`src/rtl/layer_activation_stack.sv`:
```
// Activation stack for a forward/backward training pipeline.
// The forward pass pushes one M x N activation matrix per layer and the backward
// pass pops them in reverse order. Each matrix is one atomic entry. The top entry
// is always visible on pop_data with no read latency, and pop_data is zero when
// the stack is empty.
module layer_activation_stack #(
  parameter int M            = 2,
  parameter int N            = 1,
  parameter int TOTAL_LAYERS = 3,
  parameter int DATA_W       = 8,
  localparam int CW = $clog2(TOTAL_LAYERS + 1),
  localparam int TW = (TOTAL_LAYERS > 1) ? $clog2(TOTAL_LAYERS) : 1
) (
  input  logic                             clk,
  input  logic                             reset,
  input  logic                             push_valid,
  output logic                             push_ready,
  input  logic [0:M-1][0:N-1][DATA_W-1:0]  push_data,
  output logic                             pop_valid,
  input  logic                             pop_ready,
  output logic [0:M-1][0:N-1][DATA_W-1:0]  pop_data,
  input  logic                             flush,
  output logic [CW-1:0]                    count,
  output logic [TW-1:0]                    top_layer,
  output logic                             full,
  output logic                             empty,
  output logic                             err_overflow,
  output logic                             err_underflow
);

  logic [0:M-1][0:N-1][DATA_W-1:0] mem_reg [TOTAL_LAYERS];
  logic [CW-1:0] count_reg;
  logic [CW-1:0] count_next;
  logic          ovf_reg;
  logic          unf_reg;

  logic          push_fire;
  logic          pop_fire;
  logic          wr_en;
  logic [CW-1:0] top_idx;
  logic [CW-1:0] wr_idx;

  // Status derives only from the stored count, so the handshake outputs never
  // depend combinationally on push_valid or pop_ready.
  assign empty      = (count_reg == '0);
  assign full       = (count_reg == CW'(TOTAL_LAYERS));
  assign push_ready = !full;
  assign pop_valid  = !empty;
  assign count      = count_reg;

  assign push_fire = push_valid && !full;
  assign pop_fire  = pop_ready && !empty;
  assign top_idx   = count_reg - CW'(1);

  // A simultaneous push and pop replaces the top entry in place. Otherwise a
  // push lands in the first free slot. Flush suppresses the write entirely.
  assign wr_en  = push_fire && !flush;
  assign wr_idx = pop_fire ? top_idx : count_reg;

  assign top_layer = empty ? '0 : top_idx[TW-1:0];

  // Next occupancy: flush wins, then push-only grows, pop-only shrinks, and both together hold.
  always_comb begin
    count_next = count_reg;
    if (flush) begin
      count_next = '0;
    end else if (push_fire && !pop_fire) begin
      count_next = count_reg + CW'(1);
    end else if (pop_fire && !push_fire) begin
      count_next = count_reg - CW'(1);
    end
  end

  // Occupancy register.
  always_ff @(posedge clk or negedge reset) begin
    if (!reset) begin
      count_reg <= '0;
    end else begin
      count_reg <= count_next;
    end
  end

  // Sticky error flags: set on a rejected push or pop, cleared only by flush or reset.
  always_ff @(posedge clk or negedge reset) begin
    if (!reset) begin
      ovf_reg <= 1'b0;
      unf_reg <= 1'b0;
    end else if (flush) begin
      ovf_reg <= 1'b0;
      unf_reg <= 1'b0;
    end else begin
      if (push_valid && full) ovf_reg <= 1'b1;
      if (pop_ready && empty) unf_reg <= 1'b1;
    end
  end

  assign err_overflow  = ovf_reg;
  assign err_underflow = unf_reg;

  // One storage slot per layer. The whole matrix is written at once, and a slot
  // keeps its contents after a pop.
  generate
    for (genvar gi = 0; gi < TOTAL_LAYERS; gi++) begin : g_slot
      // Slot write when this slot is the push target.
      always_ff @(posedge clk or negedge reset) begin
        if (!reset) begin
          mem_reg[gi] <= '0;
        end else if (wr_en && (wr_idx == CW'(gi))) begin
          mem_reg[gi] <= push_data;
        end
      end
    end
  endgenerate

  // Show-ahead read of the top slot. No slot matches when the count is zero, so the output is zero when empty.
  always_comb begin
    pop_data = '0;
    for (int i = 0; i < TOTAL_LAYERS; i++) begin
      if (count_reg == CW'(i + 1)) pop_data = mem_reg[i];
    end
  end

endmodule

```
`config.mk`:
```
export PLATFORM = sky130hd
export DESIGN_NAME = layer_activation_stack
export DESIGN_NICKNAME = d
export VERILOG_FILES = /design/src/rtl/layer_activation_stack.sv
export SDC_FILE = /design/constraint.sdc
export NUM_CORES = 1
export LEC_CHECK = 0
export BUFFER_PORTS_ARGS = -buffer_cell sky130_fd_sc_hd__buf_2
export CAP_MARGIN = 20
export CORE_ASPECT_RATIO = 1.4
export CORE_MARGIN = 1
export CORE_UTILIZATION = 59
export CTS_CLUSTER_SIZE = 40
export DETAILED_ROUTE_END_ITERATION = 8
export PLACE_DENSITY = 0.89
export SLEW_MARGIN = 40
export SYNTH_ARGS = -nofsm -noshare
export SYNTH_HDL_FRONTEND = slang
export SYNTH_SLANG_ARGS = --single-unit
```
`constraint.sdc`:
```
create_clock -name clk -period 3.55 [get_ports clk]
set_input_delay 0.355 -clock clk [delete_from_list [all_inputs] [get_ports clk]]
set_output_delay 0.355 -clock clk [all_outputs]
set_load 0.005 [all_outputs]
```
After elaboration in Yosys (flattened, before gate mapping) --
Cells that the tools add are included.
Storage, ports and cells: logic and storage cells 48, register bits after elaboration 52, input port bits 21, output and inout port bits 26
Operators by class: muxes and demuxes 12, add/subtract/negate cells 2, eq/ne operators 5, reductions and logical operators 20
Operator list (number):
- two-way mux 16 bit | 3
- logical AND 1 bit | 10
- two-way mux 2 bit | 5
- equality test 2 bit, second input constant | 3
- zero test 1 bit | 5
- equality test 2 x 1 -> 1 bit, second input constant | 2
- zero test 2 bit | 2
- two-way mux 1 bit | 4
- nonzero test 2 bit | 2
- nonzero test 3 bit | 1
- adder 2 x 1 -> 2 bit, second input constant | 1
- subtractor 2 x 1 -> 2 bit, second input constant | 1

Longest topological paths before layout --
depth in word-level cells 8, mapped depth 8, depth with buffers taken out 6

Least setup slack after synthesis --
No wires, ideal clock.
path kind reg2reg, start point register count_reg[0] (netlist: count[0]), end point register mem_reg[10] (netlist bit), data required time 3.425 ns, stages on the path, launching flop included 8, data arrival time 1.977 ns, setup slack 1.448 ns, clock period less this slack 2.102 ns, path buffers 1, setup time 0.125 ns, path through dfrtp_1 -> inv_1 -> ha_1 -> nand2b_1 -> mux2_4 -> nand3b_4 -> buf_6 -> mux2_4
Between the ends: word-level cells in the longest chain between the ends 6, elaborated cells between the ends (all ways) 11, those cells by class add/sub (1); eq/ne (2); mux (1); reduce/logical (7)
RTL lines:
- from (decl) | line 32 | logic [CW-1:0] count_reg;
- from (signal assigned) | line 79 | count_reg <= count_next;
- parallel branches: the longest is 5 deep, another holds subtractor 2 x 1 -> 2 bit
- logical AND 1 bit * | line 108 | end else if (wr_en && (wr_idx == CW'(gi))) begin
- to (signal, indexed assignment) | line 109 | mem_reg[gi] <= push_data;
- to (decl) | line 31 | logic [0:M-1][0:N-1][DATA_W-1:0] mem_reg [TOTAL_LAYERS];
Every way passes the cells marked *. A chain may end at the register's enable or synchronous reset.

==> flow_summary.yaml <==
floorplanning:
  num_rows: 28
  die_width_um: 57.7
  fp.coreArea_um2: 4200
  initial_core_util: 0.609
  dieArea_um2: 4610
  io_pins: 47
  die_y_um: 80.0
clocking:
  clk_pin_slew_ns: 0.09
  cts_buffers: 5
  clock_latency_ns: 0.30
  hold_buffers: 0
  clk_path_buf_depth: 2
  htreeDepth: 2
  postCtsSetupRepairBufs: 0
  cts.repair.resized: 0
  cts_tree: "done"
  cts.sinks: 52
  root_buffer: "clkbuf_8"
global_routing:
  grt_start_max_net_pins: 35
  globalRouteTotalUtil: 0.226
  overflow: 0
  grt_pass1_wl_um: 7870
  grt_pass1_vias: 1724
  antenna_found_initial: 0
cells_and_area:
  final_area_um2: 2910
  area_growth_pct: 13.6
  fillers: 313
  post-route-util: 0.692
  drive_gt1_frac: 0.419
  largest_reg_flops: 48
  antenna-diode-count: 0
  fin_nets: 293
yosys:
  avgSynthCellArea_um2: 11.5
  syn_inst: 223
  synth-seq-cells: 52
  synth_edf_count: 0
  yosys.area.top_type: "dfrtp_1"
  yosysMostFrequentCell: "dfrtp_1"
  synth_cell_types: 22
  synth.area.top_cells: "dfrtp_1 (51%), mux2_2 (17%), mux2_4 (6.4%)"
  syn-cell-area_um2: 2560
  synth_commonest_cells: "dfrtp_1 (52), mux2_2 (39), nand2_1 (33)"
  synth-seq-area-share: 0.508
  synth_warnings: 0
  async_reset_ff_frac: 1.00
  synth_top_area_frac: 0.508
  synth_ff_type: "dfrtp_1"
  syn_nets: 250
route:
  ant_nets: 0
  drt_iter0_drc: 60
  wl_per_cell_um: 15.7
  via_count: 1735
  dr.pass1.iters: 6
  drcViolationCount: 4
  viasPerCell: 5.56
  wl_um: 4900
timing:
  finalWorstSetupSlack_ns: 1.03
  tightest_slew_ns: 0.657
  drv_slew: 0
  fmax_mhz: 397
  fin_worst_skew_ns: 0.00684
  post-route-period-util: 0.710
  tns_ns: 0
  grt_setup_unrepaired: "no"
  max-slew-margin-rel: 0.562
  hold_viol_final: 0
  report.final.setup_viol: 0
  final.min_clock_period_ns: 2.52
placed_design:
  dp_slack_ns: 1.27
  gp_congestion: 0.729
  detailed_place.area_um2: 2800
  post-dp-hpwl_um: 3240
  numPortBuffers: 46
worst_setup_path:
  critical_path.max_stage_delay_ns: 0.60
  path_class: "flop to output port"
  cp.required_ns: 3.19
  r2r_start: "count[0]"
  cp_slowest_cell: "ha_1"
  r2r_end: "mem_reg[7]"
  arrival_ns: 2.17
  cp_cell_sequence: "inv_1 -> ha_1 -> nand2_1 -> nor2_1 -> a21oi_1 -> o21ai_0 -> buf_2"
  r2r_cells: 6
  startpoint_type: "flop"
  rrSetupSlack_ns: 1.28
  crit_family: "adder cells"
  cp_max_fo: 16
  cp_num_buf_inv: 2
  worst_setup_path_end_kind: "output port"
outcome:
  status: "finished with violations"
  violations: "DRC"
power_and_ir_drop:
  max-vdd-ir-drop_uv: 373
  total_power_mw: 2.11
  powerDensity_nw_per_um2: 727
  leakagePower_nw: 1.43
run:
  maxCapViolations: 0
worst_hold_path:
  hold_path_class: "input port to asynchronous set/reset pin"
-- metrics by stage --
step	hold WS, ns	cells
5_1_grt	0.0663	312
6_report	0.0220	312
2_1_floorplan	0.0594	223
3_3_place_gp	0.363	304
3_5_place_dp	0.374	304
4_1_cts	0.0389	312
-- worst reg2reg max path, stage by stage, from the launching register on --
cell and delay (ns):
dfrtp_1 0.43, inv_1 0.26, ha_1 0.24, nand2b_1 0.15
mux2_4 0.34, nand3b_4 0.37, mux2_4 0.39
-- kinds of logic after synthesis --
logic type | after synthesis | share of synthesized area
AOI/OAI and AO/OA | 37 | 0.0733
xor gates and xnor gates | 1 | 0.0107
adders and majority gates | 6 | 0.0293
buffers and inverters | 16 | 0.0308
DFF | 52 | 0.508
muxes | 50 | 0.236
and+or+nand+nor | 61 | 0.112
-- power by group --
part	leakage (nW)	internal, mW	switching [mW]
Clock	0.0552	0.209	0.190
Combinational	0.747	0.404	0.289
Sequential	0.630	0.872	0.149
-- per-layer routing --
layer  vias up  global-route usage  wire, um
met4         0              0.0952        75
met5         -                   0         0
li1        838                   -         -
met3         9              0.0389       179
met1       848               0.280      2050
met2        40               0.386      2590
-- worst max-delay path by stage --
| stage | depth (start not counted) | slack [ns] | endpoint | from |
|---|---|---|---|---|
| global placement | 6 | 1.35 | mem_reg[9] | count[0] |
| CTS | 7 | 1.03 | pop_data[2] | count[1] |
| detailed placement | 6 | 1.27 | mem_reg[7] | count[0] |
| finish | 7 | 1.03 | pop_data[5] | count[1] |
| floorplan | 7 | 1.45 | mem_reg[10] | count[0] |
| global route | 7 | 0.88 | pop_data[7] | count[1] |
-- layout by cell type (no fill, tap or decap), types with 2 or more instances in the layout --
| cell type | synthesis | layout |
|---|---|---|
| buf_2 | 0 | 46 |
| nor2_1 | 18 | 18 |
| mux2_4 | 11 | 11 |
| dfrtp_1 | 52 | 52 |
| clkbuf_8 | 0 | 5 |
| o21ai_0 | 16 | 16 |
| nand2_1 | 33 | 33 |
| nand3b_4 | 2 | 2 |
| nand2b_1 | 2 | 2 |
| a21oi_1 | 20 | 20 |
| ha_1 | 6 | 5 |
| buf_4 | 3 | 2 |
| mux2_2 | 39 | 39 |
| inv_1 | 4 | 4 |
-- final cells by class --
class / instances / area (um2) / area share
Multi-Input combinational cell: 155 / 1180 / 0.407
Clock buffer: 6 / 72.6 / 0.0249
Timing Repair Buffer: 48 / 245 / 0.0843
Inverter: 4 / 15.0 / 0.00516
Clock inverter: 2 / 35.0 / 0.0120
Sequential cell: 52 / 1300 / 0.447
Tap cell: 45 / 56.3 / 0.0194
Note: power is estimated with default switching activity, not from simulation.
